File: config.mk
export PLATFORM = sky130hd
export DESIGN_NAME = core_wb_arbiter_flat
export DESIGN_NICKNAME = d
export VERILOG_FILES = /design/src/rtl/core_wb_arbiter_if.sv /design/src/rtl/core_wb_arbiter.sv /design/src/flat_wrapper.sv
export SDC_FILE = /design/constraint.sdc
export NUM_CORES = 1
export LEC_CHECK = 0
export BUFFER_PORTS_ARGS = -buffer_cell sky130_fd_sc_hd__buf_2
export CAP_MARGIN = 0
export CORE_AREA = 2 2 125 127
export DETAILED_ROUTE_END_ITERATION = 7
export DIE_AREA = 0 0 127 129
export GPL_ROUTABILITY_DRIVEN = 0
export PLACE_DENSITY = 0.46
export SLEW_MARGIN = 20
export SYNTH_ARGS = -nofsm -noshare
export SYNTH_HDL_FRONTEND = slang
export SYNTH_SLANG_ARGS = --single-unit
File: constraint.sdc
create_clock -name clk -period 3.05 [get_ports clk]
set_input_delay 0.61 -clock clk [delete_from_list [all_inputs] [get_ports clk]]
set_output_delay 0.61 -clock clk [all_outputs]
set_load 0.03 [all_outputs]
File: src/rtl/core_wb_arbiter_if.sv
// Wishbone pipelined bus bundle shared by the fetch/MAU masters and the slave.
// 'master' is the view of a bus initiator, 'slave' the view of a target.
interface core_wb_arbiter_if #(
    parameter int AW = 32,
    parameter int DW = 32
);
    logic            cyc;
    logic            stb;
    logic            we;
    logic [AW-1:0]   adr;
    logic [DW-1:0]   dat_mo;
    logic [DW/8-1:0] sel;
    logic            ack;
    logic            err;
    logic            stall;
    logic [DW-1:0]   dat_so;

    modport master (
        output cyc, stb, we, adr, dat_mo, sel,
        input  ack, err, stall, dat_so
    );

    modport slave (
        input  cyc, stb, we, adr, dat_mo, sel,
        output ack, err, stall, dat_so
    );
endinterface

File: src/rtl/core_wb_arbiter.sv
// Two-master Wishbone arbiter: fetch (m0) and MAU (m1) share one slave bus.
// Burst-held grant, round-robin on contention, per-transfer ack watchdog.
module core_wb_arbiter #(
    parameter int AW      = 32,
    parameter int DW      = 32,
    parameter int TIMEOUT = 64
) (
    input  logic                    clk,
    input  logic                    rst,
    core_wb_arbiter_if.slave        m0,
    core_wb_arbiter_if.slave        m1,
    core_wb_arbiter_if.master       s,
    output logic [1:0]              grant
);
    localparam int WW = $clog2(TIMEOUT);

    // Encoding doubles as the one-hot grant vector
    localparam logic [1:0] ST_IDLE = 2'b00;
    localparam logic [1:0] ST_GNT0 = 2'b01;
    localparam logic [1:0] ST_GNT1 = 2'b10;

    logic [1:0]      state_q, state_d;
    logic            last_q, last_d;
    logic [WW-1:0]   wdog_q, wdog_d;

    logic            g0, g1;
    logic            own_cyc, own_stb, own_we;
    logic [AW-1:0]   own_adr;
    logic [DW-1:0]   own_dat;
    logic [DW/8-1:0] own_sel;
    logic            wdog_fire;

    assign g0    = (state_q == ST_GNT0);
    assign g1    = (state_q == ST_GNT1);
    assign grant = state_q;

    always_comb begin
        own_cyc = 1'b0;
        own_stb = 1'b0;
        own_we  = 1'b0;
        own_adr = '0;
        own_dat = '0;
        own_sel = '0;
        case (state_q)
            ST_GNT0: begin
                own_cyc = m0.cyc;
                own_stb = m0.stb;
                own_we  = m0.we;
                own_adr = m0.adr;
                own_dat = m0.dat_mo;
                own_sel = m0.sel;
            end
            ST_GNT1: begin
                own_cyc = m1.cyc;
                own_stb = m1.stb;
                own_we  = m1.we;
                own_adr = m1.adr;
                own_dat = m1.dat_mo;
                own_sel = m1.sel;
            end
            default: ;
        endcase
    end

    assign wdog_fire = own_stb & (wdog_q == WW'(TIMEOUT - 1));

    // Strobe is withheld on the fire cycle so the slave sees no new transfer
    assign s.cyc    = own_cyc;
    assign s.stb    = own_stb & ~wdog_fire;
    assign s.we     = own_we;
    assign s.adr    = own_adr;
    assign s.dat_mo = own_dat;
    assign s.sel    = own_sel;

    assign m0.ack    = g0 & s.ack;
    assign m0.err    = g0 & wdog_fire & ~s.ack;
    assign m0.stall  = g0 ? s.stall : 1'b1;
    assign m0.dat_so = s.dat_so;

    assign m1.ack    = g1 & s.ack;
    assign m1.err    = g1 & wdog_fire & ~s.ack;
    assign m1.stall  = g1 ? s.stall : 1'b1;
    assign m1.dat_so = s.dat_so;

    always_comb begin
        state_d = state_q;
        last_d  = last_q;
        case (state_q)
            ST_IDLE: begin
                if (m0.cyc & m1.cyc)
                    state_d = last_q ? ST_GNT0 : ST_GNT1;
                else if (m1.cyc)
                    state_d = ST_GNT1;
                else if (m0.cyc)
                    state_d = ST_GNT0;
            end
            ST_GNT0: begin
                if (!m0.cyc) begin
                    state_d = ST_IDLE;
                    last_d  = 1'b0;
                end
            end
            ST_GNT1: begin
                if (!m1.cyc) begin
                    state_d = ST_IDLE;
                    last_d  = 1'b1;
                end
            end
            default: state_d = ST_IDLE;
        endcase
    end

    always_comb begin
        if ((state_d != state_q) || !own_stb || s.ack || wdog_fire)
            wdog_d = '0;
        else
            wdog_d = wdog_q + 1'b1;
    end

    always_ff @(posedge clk) begin
        if (rst) begin
            state_q <= ST_IDLE;
            last_q  <= 1'b0;
            wdog_q  <= '0;
        end else begin
            state_q <= state_d;
            last_q  <= last_d;
            wdog_q  <= wdog_d;
        end
    end
endmodule

File: src/flat_wrapper.sv
// flat-port wrapper written by rule: the top's interface ports become plain ports
module core_wb_arbiter_flat 
#(
    parameter int AW      = 32,
    parameter int DW      = 32,
    parameter int TIMEOUT = 64
)
  (clk, rst, grant, m0_cyc, m0_stb, m0_we, m0_adr, m0_dat_mo, m0_sel, m0_ack, m0_err, m0_stall, m0_dat_so, m1_cyc, m1_stb, m1_we, m1_adr, m1_dat_mo, m1_sel, m1_ack, m1_err, m1_stall, m1_dat_so, s_cyc, s_stb, s_we, s_adr, s_dat_mo, s_sel, s_ack, s_err, s_stall, s_dat_so);
  core_wb_arbiter_if #(.AW(AW), .DW(DW)) m0_i ();
  core_wb_arbiter_if #(.AW(AW), .DW(DW)) m1_i ();
  core_wb_arbiter_if #(.AW(AW), .DW(DW)) s_i ();
  input  logic clk;
  input  logic rst;
  output logic [1:0] grant;
  input wire logic [$bits(m0_i.cyc)-1:0] m0_cyc;
  input wire logic [$bits(m0_i.stb)-1:0] m0_stb;
  input wire logic [$bits(m0_i.we)-1:0] m0_we;
  input wire logic [$bits(m0_i.adr)-1:0] m0_adr;
  input wire logic [$bits(m0_i.dat_mo)-1:0] m0_dat_mo;
  input wire logic [$bits(m0_i.sel)-1:0] m0_sel;
  output wire logic [$bits(m0_i.ack)-1:0] m0_ack;
  output wire logic [$bits(m0_i.err)-1:0] m0_err;
  output wire logic [$bits(m0_i.stall)-1:0] m0_stall;
  output wire logic [$bits(m0_i.dat_so)-1:0] m0_dat_so;
  input wire logic [$bits(m1_i.cyc)-1:0] m1_cyc;
  input wire logic [$bits(m1_i.stb)-1:0] m1_stb;
  input wire logic [$bits(m1_i.we)-1:0] m1_we;
  input wire logic [$bits(m1_i.adr)-1:0] m1_adr;
  input wire logic [$bits(m1_i.dat_mo)-1:0] m1_dat_mo;
  input wire logic [$bits(m1_i.sel)-1:0] m1_sel;
  output wire logic [$bits(m1_i.ack)-1:0] m1_ack;
  output wire logic [$bits(m1_i.err)-1:0] m1_err;
  output wire logic [$bits(m1_i.stall)-1:0] m1_stall;
  output wire logic [$bits(m1_i.dat_so)-1:0] m1_dat_so;
  output wire logic [$bits(s_i.cyc)-1:0] s_cyc;
  output wire logic [$bits(s_i.stb)-1:0] s_stb;
  output wire logic [$bits(s_i.we)-1:0] s_we;
  output wire logic [$bits(s_i.adr)-1:0] s_adr;
  output wire logic [$bits(s_i.dat_mo)-1:0] s_dat_mo;
  output wire logic [$bits(s_i.sel)-1:0] s_sel;
  input wire logic [$bits(s_i.ack)-1:0] s_ack;
  input wire logic [$bits(s_i.err)-1:0] s_err;
  input wire logic [$bits(s_i.stall)-1:0] s_stall;
  input wire logic [$bits(s_i.dat_so)-1:0] s_dat_so;
  assign m0_i.cyc = m0_cyc;
  assign m0_i.stb = m0_stb;
  assign m0_i.we = m0_we;
  assign m0_i.adr = m0_adr;
  assign m0_i.dat_mo = m0_dat_mo;
  assign m0_i.sel = m0_sel;
  assign m0_ack = m0_i.ack;
  assign m0_err = m0_i.err;
  assign m0_stall = m0_i.stall;
  assign m0_dat_so = m0_i.dat_so;
  assign m1_i.cyc = m1_cyc;
  assign m1_i.stb = m1_stb;
  assign m1_i.we = m1_we;
  assign m1_i.adr = m1_adr;
  assign m1_i.dat_mo = m1_dat_mo;
  assign m1_i.sel = m1_sel;
  assign m1_ack = m1_i.ack;
  assign m1_err = m1_i.err;
  assign m1_stall = m1_i.stall;
  assign m1_dat_so = m1_i.dat_so;
  assign s_cyc = s_i.cyc;
  assign s_stb = s_i.stb;
  assign s_we = s_i.we;
  assign s_adr = s_i.adr;
  assign s_dat_mo = s_i.dat_mo;
  assign s_sel = s_i.sel;
  assign s_i.ack = s_ack;
  assign s_i.err = s_err;
  assign s_i.stall = s_stall;
  assign s_i.dat_so = s_dat_so;
  core_wb_arbiter #(.AW(AW), .DW(DW), .TIMEOUT(TIMEOUT)) u_core (.clk(clk), .rst(rst), .m0(m0_i), .m1(m1_i), .s(s_i), .grant(grant));
endmodule
# Word-level counts from Yosys, hierarchy flattened
# Cells that the tools add are included.
# op_classes
add_sub_neg,1
mul,0
n_div,0
order_cmp,0
n_eq_ne,6
shifts,0
muxes,18
bitwise,11
n_reduce_logical,8
# ops
operator,n
$pmux W32 S2,2
$mux W2,6
$and A1 B1 Y1,9
$pmux W1 S2,4
$pmux W4 S2,1
$add A6 B1 Y6 const B,1
$eq A6 B6 Y1 const B,1
$pmux W2 S3,1
$mux W1,4
$ne A2 B2 Y1 const B,2
$logic_or A1 B1 Y1,3
$reduce_and A3 Y1,1
$eq A2 B1 Y1 const B,1
$eq A2 B2 Y1 const B,1
$logic_not A2 Y1,1
$ne A2 B2 Y1,1
$not A1 Y1,2
$reduce_bool A2 Y1,1
$reduce_or A2 Y1,1
$logic_not A1 Y1,1
# word_totals
ff_bits,9
latch_bits,0
ram_bits,0
mem_bits_ro,0
input_bits,179
output_inout_bits,143
wordCells,47
mem_count,0

# Longest topological paths before layout
# Gate-level depths: netlist of the first run.
# depth
depth_word,9
depth_mapped,7
mapped_depth_nobuf,6

# Worst setup path before layout of the first run
# Ideal clock, no wire load.
# synth_timing
path_type,reg-to-output
start,"register u_core.state_q[0], in the netlist u_core.grant[0]"
end,output m0_err
t_arrival_ps,1894
t_required_ps,2440
setup_slack_ps,546
stages_incl_launch_ff,8
n_path_buf,1
cell_sequence,dfxtp_1 > inv_1 > ha_1 > buf_6 > a22o_4 > nor3b_2 > and3_1 > and2_1
# synth_between
elab_chain_len,5
word_cells_on_any_way,6
cone_classes,2 x eq/ne; 1 x mux; 3 x bitwise
# synth_rtl
element,line_no,source
from (decl),core_wb_arbiter.sv:22,"logic [1:0] state_q, state_d;"
from (signal assigned),core_wb_arbiter.sv:126,state_q <= state_d;
$eq A2 B2 Y1,n/a,
net u_core.g1,core_wb_arbiter.sv:26,"logic g0, g1;"
$pmux W1 S2,core_wb_arbiter.sv:44,case (state_q)
$and A1 B1 Y1,core_wb_arbiter.sv:65,assign wdog_fire = own_stb & (wdog_q == WW'(TIMEOUT - 1));
$and A1 B1 Y1 (2 in a row),core_wb_arbiter.sv:76,assign m0.err = g0 & wdog_fire & ~s.ack;
to (decl),flat_wrapper.sv:22,output wire logic [$bits(m0_i.err)-1:0] m0_err;
# The timed path passes the listed nets, and every way through them passes these cells.

# Final worst setup path of the first run
# layout_timing
start,"register u_core.state_q[1], in the netlist u_core.grant[1]"
end,output m1_err
# layout_between
elab_chain_len,5
word_cells_on_any_way,6
cone_classes,2 x eq/ne; 1 x mux; 3 x bitwise
# layout_rtl
element,line_no,source
$eq A2 B2 Y1 or $eq A2 B1 Y1 (tied branches),"core_wb_arbiter.sv:34, core_wb_arbiter.sv:44",
$pmux W1 S2,core_wb_arbiter.sv:44,
$and A1 B1 Y1,core_wb_arbiter.sv:65,
$and A1 B1 Y1 * (2 in a row),core_wb_arbiter.sv:81,assign m1.err = g1 & wdog_fire & ~s.ack;
to (decl),flat_wrapper.sv:32,output wire logic [$bits(m1_i.err)-1:0] m1_err;
# Every way passes the cells marked *; elsewhere a longest branch is shown, timed or not.

==> results of run 1 <==
final cells by class:
class	instances	area, um2
Timing Repair Buffer	228	1190
Tap cell	188	235
Inverter	3	11.3
Clock buffer	4	78.8
Sequential cell	9	180
Fill cell	1725	12100
Multi-Input combinational cell	201	1220
cell usage after synthesis, types with 2 or more instances:
cell      number
dfxtp_1        9
clkbuf_1      13
nor3b_1        2
a22oi_1       72
inv_1          2
a21boi_1       2
nor3_1         5
a21oi_1        2
ha_1           6
buf_2         10
nor2_1        76
xnor2_1        2
xor2_1         2
buf_4         64
nand2b_1       5
o21ai_0        2
nand2_1        6
and2_1         5
and3_1         2
nand3_1        2
stage by stage:
stage,instances,setup WS [ps]
floorplan,301,546
global placement,629,651
detailed placement,629,664
CTS,633,407
global route,633,302
finish,633,435
registers in the layout, summed over array words and instances, names as in the netlist:
register / cells
u_core.wdog_q: 6
u_core.last_q: 1
u_core.grant: 2
power by group through the flow:
stage	combinational [W]	sequential, W	clock [W]
global placement	0.000515	0.000130	0
global route	0.000555	0.000128	0.000236
floorplan	0.000465	0.000133	0
finish	0.000509	0.000127	0.000230
CTS	0.000514	0.000127	0.000234
detailed placement	0.000511	0.000129	0
cells by family after synthesis:
| family | count (synthesis) |
|---|---|
| mux | 1 |
| compound gates | 85 |
| buf+inv | 91 |
| flops | 9 |
| fa+ha+maj | 6 |
| xor+xnor | 4 |
| simple gates | 105 |
path summary, 6_finish.rpt:
check,from,to,slack (ps),cells after the start
hold / removal,u_core.wdog_q[0],u_core.wdog_q[0],460,1
setup / recovery,u_core.grant[1],m1_err,430,7
setup reg to reg,u_core.grant[1],u_core.wdog_q[2],1000,7
hold reg to reg,u_core.wdog_q[0],u_core.wdog_q[0],460,1
cells in the final DEF (no fill, tap or decap), types with 3 or more instances in the layout:
cell	Yosys	routed
a22oi_1	72	72
and2_1	5	5
buf_12	0	3
buf_2	10	224
clkbuf_16	0	3
dfxtp_1	9	9
ha_1	6	4
nand2_1	6	6
nand2b_1	5	5
nor2_1	76	76
nor3_1	5	5
routing by layer:
layer	wire (um)	vias to the layer above
li1	-	1283
met1	3120	1129
met2	4320	178
met3	825	13
met4	44	2
met5	13	-
worst register-to-register path, stage by stage (launching register included):
cell and delay [ps]:
dfxtp_1 480, inv_1 130, ha_2 230, buf_12 170, a22oi_1 340, nand2_1 110, o221ai_2 340, nor3_1 120
==> results.txt, run 1 <==
----------------------------------------------------
[Drt]
  DRT Wirelength ... 8.33 mm
  Detailed-route vias per instance ... ~4.1
  Detail Route Antenna Nets ... 0
  Total DRC errors in the routed layout ... 0
  Overall via count from detail_route ... roughly 2600
  Detailed Routing Iterations Pass 1 ... 4
  Routed WL per cell ... 13.2 um
  1st-iter DRT viols ... 78

[Critical path]
  Required time of the critical path ... ~2400 ps
  Top fanout value on the critical path ... 9
  Cell-by-cell listing of the critical path ... inv_1 > ha_1 > inv_2 > nor3b_2 > and3_1 > and2_1 > buf_2
  Slowest cell delay on critical path ... 480 ps
  Buffers plus inverters on the worst setup path ... 3
  Cell family contributing the most delay on the critical path ... simple AND/OR/NAND/NOR gates
  Type of the setup path with the least slack ... reg -> out
  Startpoint kind of the worst setup timing path ... flop
  Worst setup EP type ... output port
  Worst-path cell with the longest stage delay ... dfxtp_1
  Arr. time, crit path ... 2010 ps

[Logic synthesis]
  EDFF count, synth ... 0
  Register bit count reported by yosys ... 9
  Share of synthesized cell area in and, or, nand and nor gates ... 0.228
  Library cells used by synthesis ... 32
  Main area contributors after synthesis ... a22oi_1, buf_4, nor2_1, dfxtp_1, ha_1
  Portion of netlist area occupied by mux cells ... 0.00501
  Share of the synthesized area in the top cell type ... 0.270
  Mean instance size in the synthesized netlist ... about 6.6 um2
  Share of the yosys chip area belonging to registers ... 0.0901
  Synthesized-area fraction occupied by ao, oa, aoi and oai cells ... 0.321
  Cell taking the most area after synthesis ... a22oi_1
  Dominant register cell in the synthesized netlist ... dfxtp_1
  Post-synthesis net count ... 486
  Yosys warning total ... 0
  Largest family of logic cells by synthesized area ... compound AO/OA/AOI/OAI gates
  Post-Synthesis Cell Area ... between 1500 and 2000 um2
  Synth Area in Adders ... 0.0375
  Asr flop ratio synth ... 0
  Xor/xnor share of the synthesized area ... 0.0175
  Cells after synthesis ... approximately 300

[Pwr]
  Switching Fraction ... 0.437
  Cell-internal power ... between 0.0004 and 0.0005 W
  Sw Pwr ... 0.000378 W
  Portion of total power attributed to sequential cells ... 0.147
  Overall power consumption ... ~0.00087 W
  Cell area power density ... 297 nW/um2
  Clk network pwr share ... 0.265
  Comb power frac ... 0.588
  Leakage power of the design ... around 1.5 nW
  Max rail drop VDD ... between 0.2 and 0.25 mV

[Floorplanning]
  I/O pins ... roughly 320
  Standard-cell row count ... 45
  Die Span X ... approximately 130 um
  Placeable core region ... approximately 15000 um2
  Die Span Y ... roughly 130 um
  Initial core utilization ... 0.134
  Overall die area ... ~16000 um2

[Clock network]
  H-Tree Level Count ... 1
  Post-CTS Hold Fix Bufs ... 0
  CTS Sinks ... 9
  Skew-Pair Late Insertion Delay ... about 230 ps
  Clock Root Buffer ... clkbuf_16
  Clock-pin transition on the worst setup and hold timing paths ... about 40 ps
  CTS Buf Count ... 3
  Number of post-CTS setup repair buffers ... 0
  Quantity of gates resized following cts ... 0
  Clock tree from TritonCTS ... yes
  CTS Buffer Depth ... 2

[STA]
  RSZ-0062 raised after global routing ... no
  Final critical delay including setup and external delays ... approximately 2600 ps
  Max-slew violations ... 0
  Worst slew margin relative to its limit ... 0.749
  Setup Skew ... approximately 1.9 ps
  Aggregate negative setup slack ... 0 ps
  Measured slew at the worst slew-check pin ... approximately 380 ps
  Post-route clock period utilization ... 0.858
  Final setup violation count ... 0
  Worst hold slack after final layout ... between 400 and 500 ps
  Highest achievable clock rate ... ~380 MHz
  Final count of hold timing violations ... 0

[Placed design]
  Cell Area, Placed ... between 2000 and 3000 um2
  Input/output buffers ... around 220
  Post-detailed-placement half-perimeter wirelength ... between 6 and 7 mm

[Global routing]
  Maximum number of pins on one net before global-route repair ... 71
  Vias in the first global route ... ~2300
  First-pass GRT wire length ... roughly 12 mm
  Total congestion overflow after global routing ... 0
  Global routing met3 resource utilization ... 0.0179
  Overall fraction of global-route tracks in use ... 0.0862
  Initial antenna violation count ... 1
  Layer with the highest usage after global routing ... met2
  GR Util met1 ... 0.0977
  Met2 Track Usage GR ... 0.169

[Layout]
  Utilization after layout ... 0.195
  Diodes inserted ... 0
  Layout Area Growth over Synthesis ... 45.9%
  Share of layout cells above drive strength 1 ... 0.535
  Post-route cell area ... between 2000 and 3000 um2
  Final-stage net count ... ~630

[Job]
  Max-capacitance violation count ... 0

[Worst hold path]
  Path type of the worst min-delay path ... reg -> reg

[Outcome]
  Status ... finished, final reports clean

----------------------------------------------------
No activity file was read; power rests on OpenSTA's default activity.
==> inputs of run 2 (changes only) <==
Settings changed: PLACE_DENSITY 0.46 to 0.45.
==> run 2 against run 1 <==
Fmax decreased by 2.9%. Largest cell class unchanged. Clock skew is 1.9 ps higher. Routed wire length increased by 5.8%. Clock power up 3%. Critical path depth stayed put. Final cell count grew 0.47%. Core utilization rose by 0.067 points. First-iteration DRC count increased by 81%.
==> results.txt, run 2 (synthesis results as in run 1) <==
----------------------------------------------------
[Clock network]
  CTS Buf Count ... 3 (unchanged)
  CTS Sinks ... 9 (unchanged)
  H-Tree Level Count ... 1 (unchanged)
  Number of post-CTS setup repair buffers ... 0 (unchanged)
  CTS Buffer Depth ... 2 (unchanged)
  Skew-Pair Late Insertion Delay ... 240 ps (was 230 ps)
  Clock tree from TritonCTS ... yes (unchanged)
  Clock-pin transition on the worst setup and hold timing paths ... 40 ps (about the same)
  Clock Root Buffer ... clkbuf_16 (unchanged)
  Post-CTS Hold Fix Bufs ... 0 (unchanged)
  Quantity of gates resized following cts ... 0 (unchanged)

[Layout]
  Final-stage net count ... 634 (was 631)
  Number of filler instances in the final layout ... 1717 (was 1725)
  Post-layout instance count excluding filler cells ... 636 (was 633)
  Leading cell type in the layout, fill and taps excluded ... buf_2 (unchanged)
  Share of layout cells above drive strength 1 ... 0.538 (was 0.535)
  Diodes inserted ... 0 (unchanged)
  Commonest cells after routing, fill and taps aside ... buf_2, nor2_1, a22oi_1, dfxtp_1, nand2_1 (unchanged)
  Layout Area Growth over Synthesis ... 46.4% (was 45.9%)
  Register containing the most flip-flops in the final layout ... u_core.wdog_q (unchanged)
  Number of flip-flops under the largest register name ... 6 (unchanged)

[Worst hold path]
  Path type of the worst min-delay path ... reg -> reg (unchanged)

[Floorplanning]
  I/O pins ... 322 (unchanged)
  Die Span Y ... 129 um (unchanged)
  Initial core utilization ... 0.134 (unchanged)
  Placeable core region ... 15000 um2 (unchanged)
  Overall die area ... 16400 um2 (unchanged)
  Standard-cell row count ... 45 (unchanged)
  Die Span X ... 127 um (unchanged)

[Placed design]
  Worst setup slack before clock tree synthesis ... 595 ps (was 664 ps)
  Placed Cells ... 632 (was 629)
  Input/output buffers ... 224 (unchanged)
  Post-detailed-placement half-perimeter wirelength ... 6.87 mm (was 6.58 mm)

[Critical path]
  Cell repeated most along the worst path ... buf_4
  Buffers plus inverters on the worst setup path ... 5 (was 3)
  Cell family contributing the most delay on the critical path ... buffers and inverters (was simple AND/OR/NAND/NOR gates)
  Startpoint kind of the worst setup timing path ... flop (unchanged)
  Top fanout value on the critical path ... 25 (was 9)
  Slowest cell delay on critical path ... 440 ps (was 480 ps)
  Required time of the critical path ... 2440 ps (about the same)
  Cell-by-cell listing of the critical path ... inv_1 > ha_1 > inv_2 > buf_4 > buf_4 > nor2_1 > buf_2 (was inv_1 > ha_1 > inv_2 > nor3b_2 > and3_1 > and2_1 > buf_2)
  Arr. time, crit path ... 2080 ps (was 2010 ps)
  Worst setup EP type ... output port (unchanged)
  Type of the setup path with the least slack ... reg -> out (unchanged)
  Worst-path cell with the longest stage delay ... dfxtp_1 (unchanged)

[Pwr]
  Cell-internal power ... 0.000490 W (was 0.000488 W)
  Portion of total power attributed to sequential cells ... 0.142 (was 0.147)
  Clk network pwr share ... 0.268 (was 0.265)
  Comb power frac ... 0.590 (was 0.588)
  Overall power consumption ... 0.000879 W (was 0.000866 W)
  Cell area power density ... 300 nW/um2 (was 297 nW/um2)
  Switching Fraction ... 0.442 (was 0.437)
  Leakage power of the design ... 1.48 nW (about the same)
  Max rail drop VDD ... 0.136 mV (was 0.238 mV)
  Sw Pwr ... 0.000388 W (was 0.000378 W)

[Global routing]
  Total congestion overflow after global routing ... 0 (unchanged)
  First-pass GRT wire length ... 12.8 mm (was 11.7 mm)
  Initial antenna violation count ... 0 (was 1)
  Maximum number of pins on one net before global-route repair ... 72 (was 71)
  Vias in the first global route ... 2409 (was 2269)
  Overall fraction of global-route tracks in use ... 0.0960 (was 0.0862)

[Drt]
  Overall via count from detail_route ... 2600 (was 2605)
  Detailed-route vias per instance ... 4.09 (was 4.12)
  Detailed Routing Iterations Pass 1 ... 4 (unchanged)
  1st-iter DRT viols ... 141 (was 78)
  Total DRC errors in the routed layout ... 0 (unchanged)
  Routed WL per cell ... 13.9 um (was 13.2 um)
  Detail Route Antenna Nets ... 0 (unchanged)
  DRT Wirelength ... 8.81 mm (was 8.33 mm)

[STA]
  Post-route clock period utilization ... 0.883 (was 0.858)
  Max-slew violations ... 0 (unchanged)
  Final count of hold timing violations ... 0 (unchanged)
  Fin worst setup slack ... 356 ps (was 435 ps)
  Final setup violation count ... 0 (unchanged)
  Worst slew margin relative to its limit ... 0.761 (was 0.749)
  Highest achievable clock rate ... 371 MHz (was 382 MHz)
  RSZ-0062 raised after global routing ... no (unchanged)
  Measured slew at the worst slew-check pin ... 358 ps (was 376 ps)
  Aggregate negative setup slack ... 0 ps (unchanged)
  Setup Skew ... 3.81 ps (was 1.91 ps)
  Final critical delay including setup and external delays ... 2690 ps (was 2620 ps)

[Job]
  Max-capacitance violation count ... 0 (unchanged)

[Outcome]
  Status ... finished, final reports clean (unchanged)

----------------------------------------------------
run 2: per-stage QoR:
step,hold slack (ps),area (um2),utilization
2_1_floorplan,433,2000,-
3_3_place_gp,463,2850,0.190
4_1_cts,460,2930,0.195
3_5_place_dp,454,2850,0.190
6_report,458,2930,0.195
5_1_grt,508,2930,0.195
run 2: final timing paths:
check                   start               end  slack, ps  cells after the start
min          u_core.wdog_q[0]  u_core.wdog_q[0]        460                      1
min reg2reg  u_core.wdog_q[0]  u_core.wdog_q[0]        460                      1
max reg2reg   u_core.grant[0]  u_core.wdog_q[3]       1100                      6
max           u_core.grant[0]      s_dat_mo[27]        360                      7
run 2: routing by layer:
metal,global-route usage,part of all wire,wire (um)
met1,0.116,0.41,3650
met2,0.169,0.48,4250
met3,0.0266,0.087,764
met4,0.0246,0.016,144
met5,0,0,0
run 2: area by class of cell:
class	count	area, um2	area share
Multi-Input combinational cell	201	1220	0.418
Clock buffer	4	78.8	0.0269
Timing Repair Buffer	231	1200	0.410
Sequential cell	9	180	0.0616
Tap cell	188	235	0.0804
Inverter	3	11.3	0.00385
run 2: power groups by stage:
stage | Clock [W] | Sequential (W) | Combinational [W]
floorplan | 0 | 0.000133 | 0.000465
CTS | 0.000237 | 0.000125 | 0.000522
global placement | 0 | 0.000126 | 0.000523
finish | 0.000236 | 0.000125 | 0.000518
detailed placement | 0 | 0.000127 | 0.000521
global route | 0.000245 | 0.000125 | 0.000566
